<file path="src/rtl/aoi_sweep_ctrl_pkg.sv">
// Shared definitions for the AOI gate sweep controller: state encoding,
// vector width and the default expected truth table.
package aoi_sweep_ctrl_pkg;

  localparam int unsigned AOI_VEC_W      = 4;
  localparam logic [15:0] AOI_TT_DEFAULT = 16'h0777;
  localparam logic [3:0]  DWELL_DEFAULT  = 4'd3;

  typedef enum logic [1:0] {
    ST_IDLE   = 2'd0,
    ST_SETTLE = 2'd1,
    ST_SAMPLE = 2'd2,
    ST_FINISH = 2'd3
  } state_e;

  // 1 when a sampled gate bit disagrees with the expected table entry
  function automatic logic bit_mismatch(input logic [15:0] tt, input logic [3:0] idx,
                                        input logic y);
    return (y != tt[idx]);
  endfunction

endpackage

</file>
<file path="src/rtl/aoi_sweep_ctrl_aoi4.sv">
// Four-input AND-OR-INVERT gate, y = ~((a & b) | (c & d)).
module aoi_sweep_ctrl_aoi4 (
  output logic y,
  input  logic a,
  input  logic b,
  input  logic c,
  input  logic d
);

  assign y = ~((a & b) | (c & d));

endmodule

</file>
<file path="src/rtl/aoi_sweep_ctrl.sv">
// Arbitrates a 16-vector self-test sweep and single-vector evaluations onto
// one shared AOI gate, holding each vector DWELL cycles before sampling.
module aoi_sweep_ctrl
  import aoi_sweep_ctrl_pkg::*;
#(
  parameter logic [3:0]  DWELL  = DWELL_DEFAULT,
  parameter logic [15:0] EXP_TT = AOI_TT_DEFAULT
) (
  input  logic                 clk,
  input  logic                 rst,
  input  logic                 start,
  input  logic                 abort,
  input  logic                 eval_req,
  input  logic [AOI_VEC_W-1:0] eval_vec,
  output logic                 eval_ack,
  output logic                 eval_y,
  output logic [AOI_VEC_W-1:0] vec_o,
  output logic                 busy,
  output logic                 done,
  output logic [15:0]          tt_o,
  output logic                 pass,
  output logic [4:0]           err_cnt
);

  state_e               state_q, state_d;
  logic [3:0]           cnt_q, cnt_d;
  logic                 sweep_q, sweep_d;
  logic [AOI_VEC_W-1:0] vec_q, vec_d;
  logic [15:0]          tt_q, tt_d;
  logic [4:0]           err_q, err_d;
  logic                 pass_q, pass_d;
  logic                 eval_y_q, eval_y_d;
  logic                 ack_q, ack_d;
  logic                 done_q, done_d;
  logic                 busy_q, busy_d;
  logic                 gate_y;

  aoi_sweep_ctrl_aoi4 u_aoi (
    .y (gate_y),
    .a (vec_q[3]),
    .b (vec_q[2]),
    .c (vec_q[1]),
    .d (vec_q[0])
  );

  always_comb begin
    state_d  = state_q;
    cnt_d    = cnt_q;
    sweep_d  = sweep_q;
    vec_d    = vec_q;
    tt_d     = tt_q;
    err_d    = err_q;
    pass_d   = pass_q;
    eval_y_d = eval_y_q;
    ack_d    = 1'b0;
    done_d   = 1'b0;

    case (state_q)
      ST_IDLE: begin
        // start wins a tie; a level-held eval_req is picked up once idle again
        if (start) begin
          sweep_d = 1'b1;
          vec_d   = 4'd0;
          tt_d    = 16'd0;
          err_d   = 5'd0;
          pass_d  = 1'b0;
          cnt_d   = DWELL - 4'd1;
          state_d = ST_SETTLE;
        end else if (eval_req) begin
          sweep_d = 1'b0;
          vec_d   = eval_vec;
          cnt_d   = DWELL - 4'd1;
          state_d = ST_SETTLE;
        end else begin
          state_d = ST_IDLE;
        end
      end
      ST_SETTLE: begin
        if (abort) begin
          pass_d  = 1'b0;
          state_d = ST_IDLE;
        end else if (cnt_q == 4'd0) begin
          state_d = ST_SAMPLE;
        end else begin
          cnt_d = cnt_q - 4'd1;
        end
      end
      ST_SAMPLE: begin
        if (abort) begin
          pass_d  = 1'b0;
          state_d = ST_IDLE;
        end else if (sweep_q) begin
          tt_d[vec_q] = gate_y;
          err_d = err_q + {4'd0, bit_mismatch(EXP_TT, vec_q, gate_y)};
          if (vec_q == 4'd15) begin
            done_d  = 1'b1;
            pass_d  = (err_d == 5'd0);
            state_d = ST_FINISH;
          end else begin
            vec_d   = vec_q + 4'd1;
            cnt_d   = DWELL - 4'd1;
            state_d = ST_SETTLE;
          end
        end else begin
          eval_y_d = gate_y;
          ack_d    = 1'b1;
          state_d  = ST_FINISH;
        end
      end
      ST_FINISH: begin
        state_d = ST_IDLE;
      end
      default: begin
        state_d = ST_IDLE;
      end
    endcase

    busy_d = (state_d != ST_IDLE);
  end

  always_ff @(posedge clk) begin
    if (rst) begin
      state_q  <= ST_IDLE;
      cnt_q    <= 4'd0;
      sweep_q  <= 1'b0;
      vec_q    <= 4'd0;
      tt_q     <= 16'd0;
      err_q    <= 5'd0;
      pass_q   <= 1'b0;
      eval_y_q <= 1'b0;
      ack_q    <= 1'b0;
      done_q   <= 1'b0;
      busy_q   <= 1'b0;
    end else begin
      state_q  <= state_d;
      cnt_q    <= cnt_d;
      sweep_q  <= sweep_d;
      vec_q    <= vec_d;
      tt_q     <= tt_d;
      err_q    <= err_d;
      pass_q   <= pass_d;
      eval_y_q <= eval_y_d;
      ack_q    <= ack_d;
      done_q   <= done_d;
      busy_q   <= busy_d;
    end
  end

  assign eval_ack = ack_q;
  assign eval_y   = eval_y_q;
  assign vec_o    = vec_q;
  assign busy     = busy_q;
  assign done     = done_q;
  assign tt_o     = tt_q;
  assign pass     = pass_q;
  assign err_cnt  = err_q;

endmodule
</file>
<file path="config.mk">
export PLATFORM = sky130hd
export DESIGN_NAME = aoi_sweep_ctrl
export DESIGN_NICKNAME = d
export VERILOG_FILES = /design/src/rtl/aoi_sweep_ctrl_pkg.sv /design/src/rtl/aoi_sweep_ctrl_aoi4.sv /design/src/rtl/aoi_sweep_ctrl.sv
export SDC_FILE = /design/constraint.sdc
export NUM_CORES = 1
export LEC_CHECK = 0
export BUFFER_PORTS_ARGS = -buffer_cell sky130_fd_sc_hd__buf_4
export CAP_MARGIN = 5
export CORE_UTILIZATION = 35
export CTS_CLUSTER_DIAMETER = 200
export DETAILED_ROUTE_END_ITERATION = 6
export GPL_TIMING_DRIVEN = 0
export PLACE_DENSITY_LB_ADDON = 0.08
export SETUP_SLACK_MARGIN = 0.3
export SLEW_MARGIN = 0
export SYNTH_ARGS = -nofsm -noshare
export SYNTH_HDL_FRONTEND = slang
export SYNTH_HIERARCHICAL = 1
export SYNTH_SLANG_ARGS = --single-unit
</file>
<file path="constraint.sdc">
create_clock -name clk -period 2 [get_ports clk]
set_clock_uncertainty 0.1 [all_clocks]
set_input_delay 0.2 -clock clk [delete_from_list [all_inputs] [get_ports clk]]
set_output_delay 0.2 -clock clk [all_outputs]
set_load 0.05 [all_outputs]
</file>
==> results.md <==
- CTS Root Cell: clkbuf_8
- Num CTS Buffers: 5
- Area share of the largest cell type after synthesis: 0.370
- Multi-input gate area: 1250 sq um
- HP Class: primary input to flip-flop
- Die height: 78.6 um
- Nets: 320
- Critical Path End Type: flip-flop
- Power Internal: 1470 uW
- Launch point of the worst path: vec_o[3]
- Number of global-route vias before repair: 1857
- Core area: 5570 sq um
- Non-Filler Instances: 376
- Slew Limit Fails: 0
- FILL cells: 545
- Die area: 6180 sq um
- Share of cells above drive strength 1: 0.382
- Pre-CTS setup slack: 22.5 ps
- Async SR Flop Fraction: 0
- Mapped cell area: 2060 sq um
- Worst hold path startpoint: start
- Antenna diode count: 0
- RSZ-0062 raised after global routing: true
- Routability cong.: 0.814
- Synth unique cells: 52
- Die width: 78.6 um
- Worst Hold Path EP: sweep_q
- Worst Tran Pin Value: 537 ps
- Vias: 1971
- Relative slew slack: 0.642
- Tmin final: 1890 ps
- Worst r2r src: vec_o[3]
- Commonest non-fill, non-tap cells in the layout: 52 x buf_4, 38 x a21oi_1, 31 x dfxtp_1
- Switching Power: 541 uW
- Clock power share: 0.411
- YS warnings: 6
- Seq/Total Area, Yosys: 0.370
- Combinational Power Share: 0.194
- Cells after DPL: 351
- Critical Path RT: 2140 ps
- Cells after Synth: 242
- # clock sinks: 38
- Routed Antenna Nets: 0
- Area growth, synth to finish: 37.7%
- CTS tree: yes
- Avg Cell Area, Syn: 8.49 sq um
- Worst Hold Path Cells: 3
- Seq cells post-synth: 38
- Prevailing post-synth register cell: dfxtp_1
- Initial Utilization: 0.369
- Hpwl dp: 3910 um
- Clock Pin Slew Worst Setup and Hold Paths: 80 ps
- Number of synthesized flops with an enable pin: 0
- First-pass DRT Iterations: 5
- Worst reg2reg path depth: 8
- Most common cell after layout, fill and taps aside: buf_4
- Boundary Pins: 39
- WL final: 5610 um
- Register-to-Register Setup Slack: 110 ps
- Power density cells: 711 nW/um^2
- # DRC: 0
- CTS Buffer Depth: 2
- FP Rows: 27
- Gr ovfl total: 0
- Lkg Pwr: 0.00114 uW
- Initial antenna violation count: 0
- Clock latency on the worst-skew pair: 300 ps
- Iter 0 DRT Violations: 52
- Setup ws final: 109 ps
- Final Cycle Share: 0.946
- Sw Share: 0.269
- Worst-path fanout max: 4
- Synth area leader: dfxtp_1
- Largest net degree at the start of global routing: 13
- Maximum VDD drop: 0.367 mV
- Global-route wire length before repair: 9160 um
- H-tree depth: 2
- FF/Latch Area: 779 sq um
- Final setup violation count: 0
- Drt via density: 5.24
- Setup TNS: 0 ps
- Post-DR wirelength/cell: 14.9 um
- Top achievable clock speed: 529 MHz
- Crit Reg-Reg Endpoint: err_cnt[4]
- Status: complete, no violations
- Syn Nets: 259
- Sequential share of power: 0.395
- Worst hold slack: 113 ps
- Max_cap viols: 0
- Critical Path AT: 2030 ps
- Hold Violations, Final: 0
- Largest cells by area after synthesis: dfxtp_1 37%, a21oi_1 9.3%, ha_1 4.9%
- IO buf count: 37
- GRT Overall Usage: 0.193
- WS Path Type: flip-flop to flip-flop
- Startpoint Class: flip-flop
-- area by class of cell --
class / instances / area share
sequential: 38 / 0.275
buffer: 19 / 0.0411
clock inverter: 2 / 0.0212
timing repair buffer: 54 / 0.150
tap: 72 / 0.0318
inverter: 6 / 0.00796
multi-input combinational: 179 / 0.443
clock buffer: 6 / 0.0292
-- cell families after synthesis --
logic type / share of synthesized area
flip-flops: 0.370
multiplexers: 0.0170
adder cells (fa/ha/maj): 0.0487
AO/OA/AOI/OAI: 0.245
buffers and inverters: 0.0621
AND/OR/NAND/NOR: 0.228
XOR/XNOR: 0.0298
-- how the worst max path moves through the flow --
stage / depth (start not counted) / end
floorplan: 8 / err_cnt[4]
global placement: 8 / err_cnt[4]
detailed placement: 8 / err_cnt[4]
CTS: 8 / err_cnt[4]
global route: 8 / err_cnt[4]
finish: 8 / err_cnt[4]
-- state kept, by name, summed over array words and instances (netlist names), 2 cells and up, named ones only --
| register | cells |
|---|---|
| cnt_q | 4 |
| tt_o | 16 |
| err_cnt | 5 |
| state_q | 2 |
| vec_o | 4 |
-- routing by layer --
| metal | vias to the layer above | wire [um] | GRT usage |
|---|---|---|---|
| met5 | - | 0 | 0 |
| met4 | 0 | 116 | 0.0648 |
| met3 | 12 | 238 | 0.0372 |
| met2 | 42 | 2720 | 0.337 |
| met1 | 924 | 2530 | 0.234 |
| li1 | 993 | - | - |
-- timing repair --
| item | in CTS | in global routing |
|---|---|---|
| buffers inserted | 13 | 4 |
| pin swaps | 6 | 9 |
| resized for setup | 5 | 25 |
| hold buffers | 0 | 0 |
| setup endpoints to repair | 6 | 26 |
-- power groups by stage --
stage	registers [uW]	logic, uW	clock network, uW
after floorplan	853	198	0
after global placement	823	320	0
after detailed placement	824	320	0
after CTS	794	365	842
after global routing	799	423	883
final	795	390	827
-- per-stage QoR --
step | total power (uW) | area (sq um) | util
6_report | 2010 | 2830 | 0.508
5_1_grt | 2100 | 2830 | 0.508
3_3_place_gp | 1140 | 2480 | 0.445
2_1_floorplan | 1050 | 2110 | -
3_5_place_dp | 1140 | 2480 | 0.445
4_1_cts | 2000 | 2740 | 0.492
-- worst max-delay path, cell delays in order, from the launching register on --
cell and delay [ps]:
dfxtp_4 350, a22oi_2 210, xor2_1 240, ha_2 250, ha_4 160, nand3_2 90
xor2_2 170, o2bb2ai_1 130, nor2b_1 130
-- cell usage after synthesis (all sizes together), types with 3 or more instances --
cell and count:
a22oi 3, nand4 4, xor2 6, buf 13, nor2b 6, ha 8
inv 6, o21ai 17, a21oi 38, clkbuf 6, and2 4, a211oi 3
nand2 18, or2 3, dfxtp 38, nor3 10, and3 4, nor2 10
a31oi 4, nand3 9, nand2b 3
(Power assumes the default switching activity.)
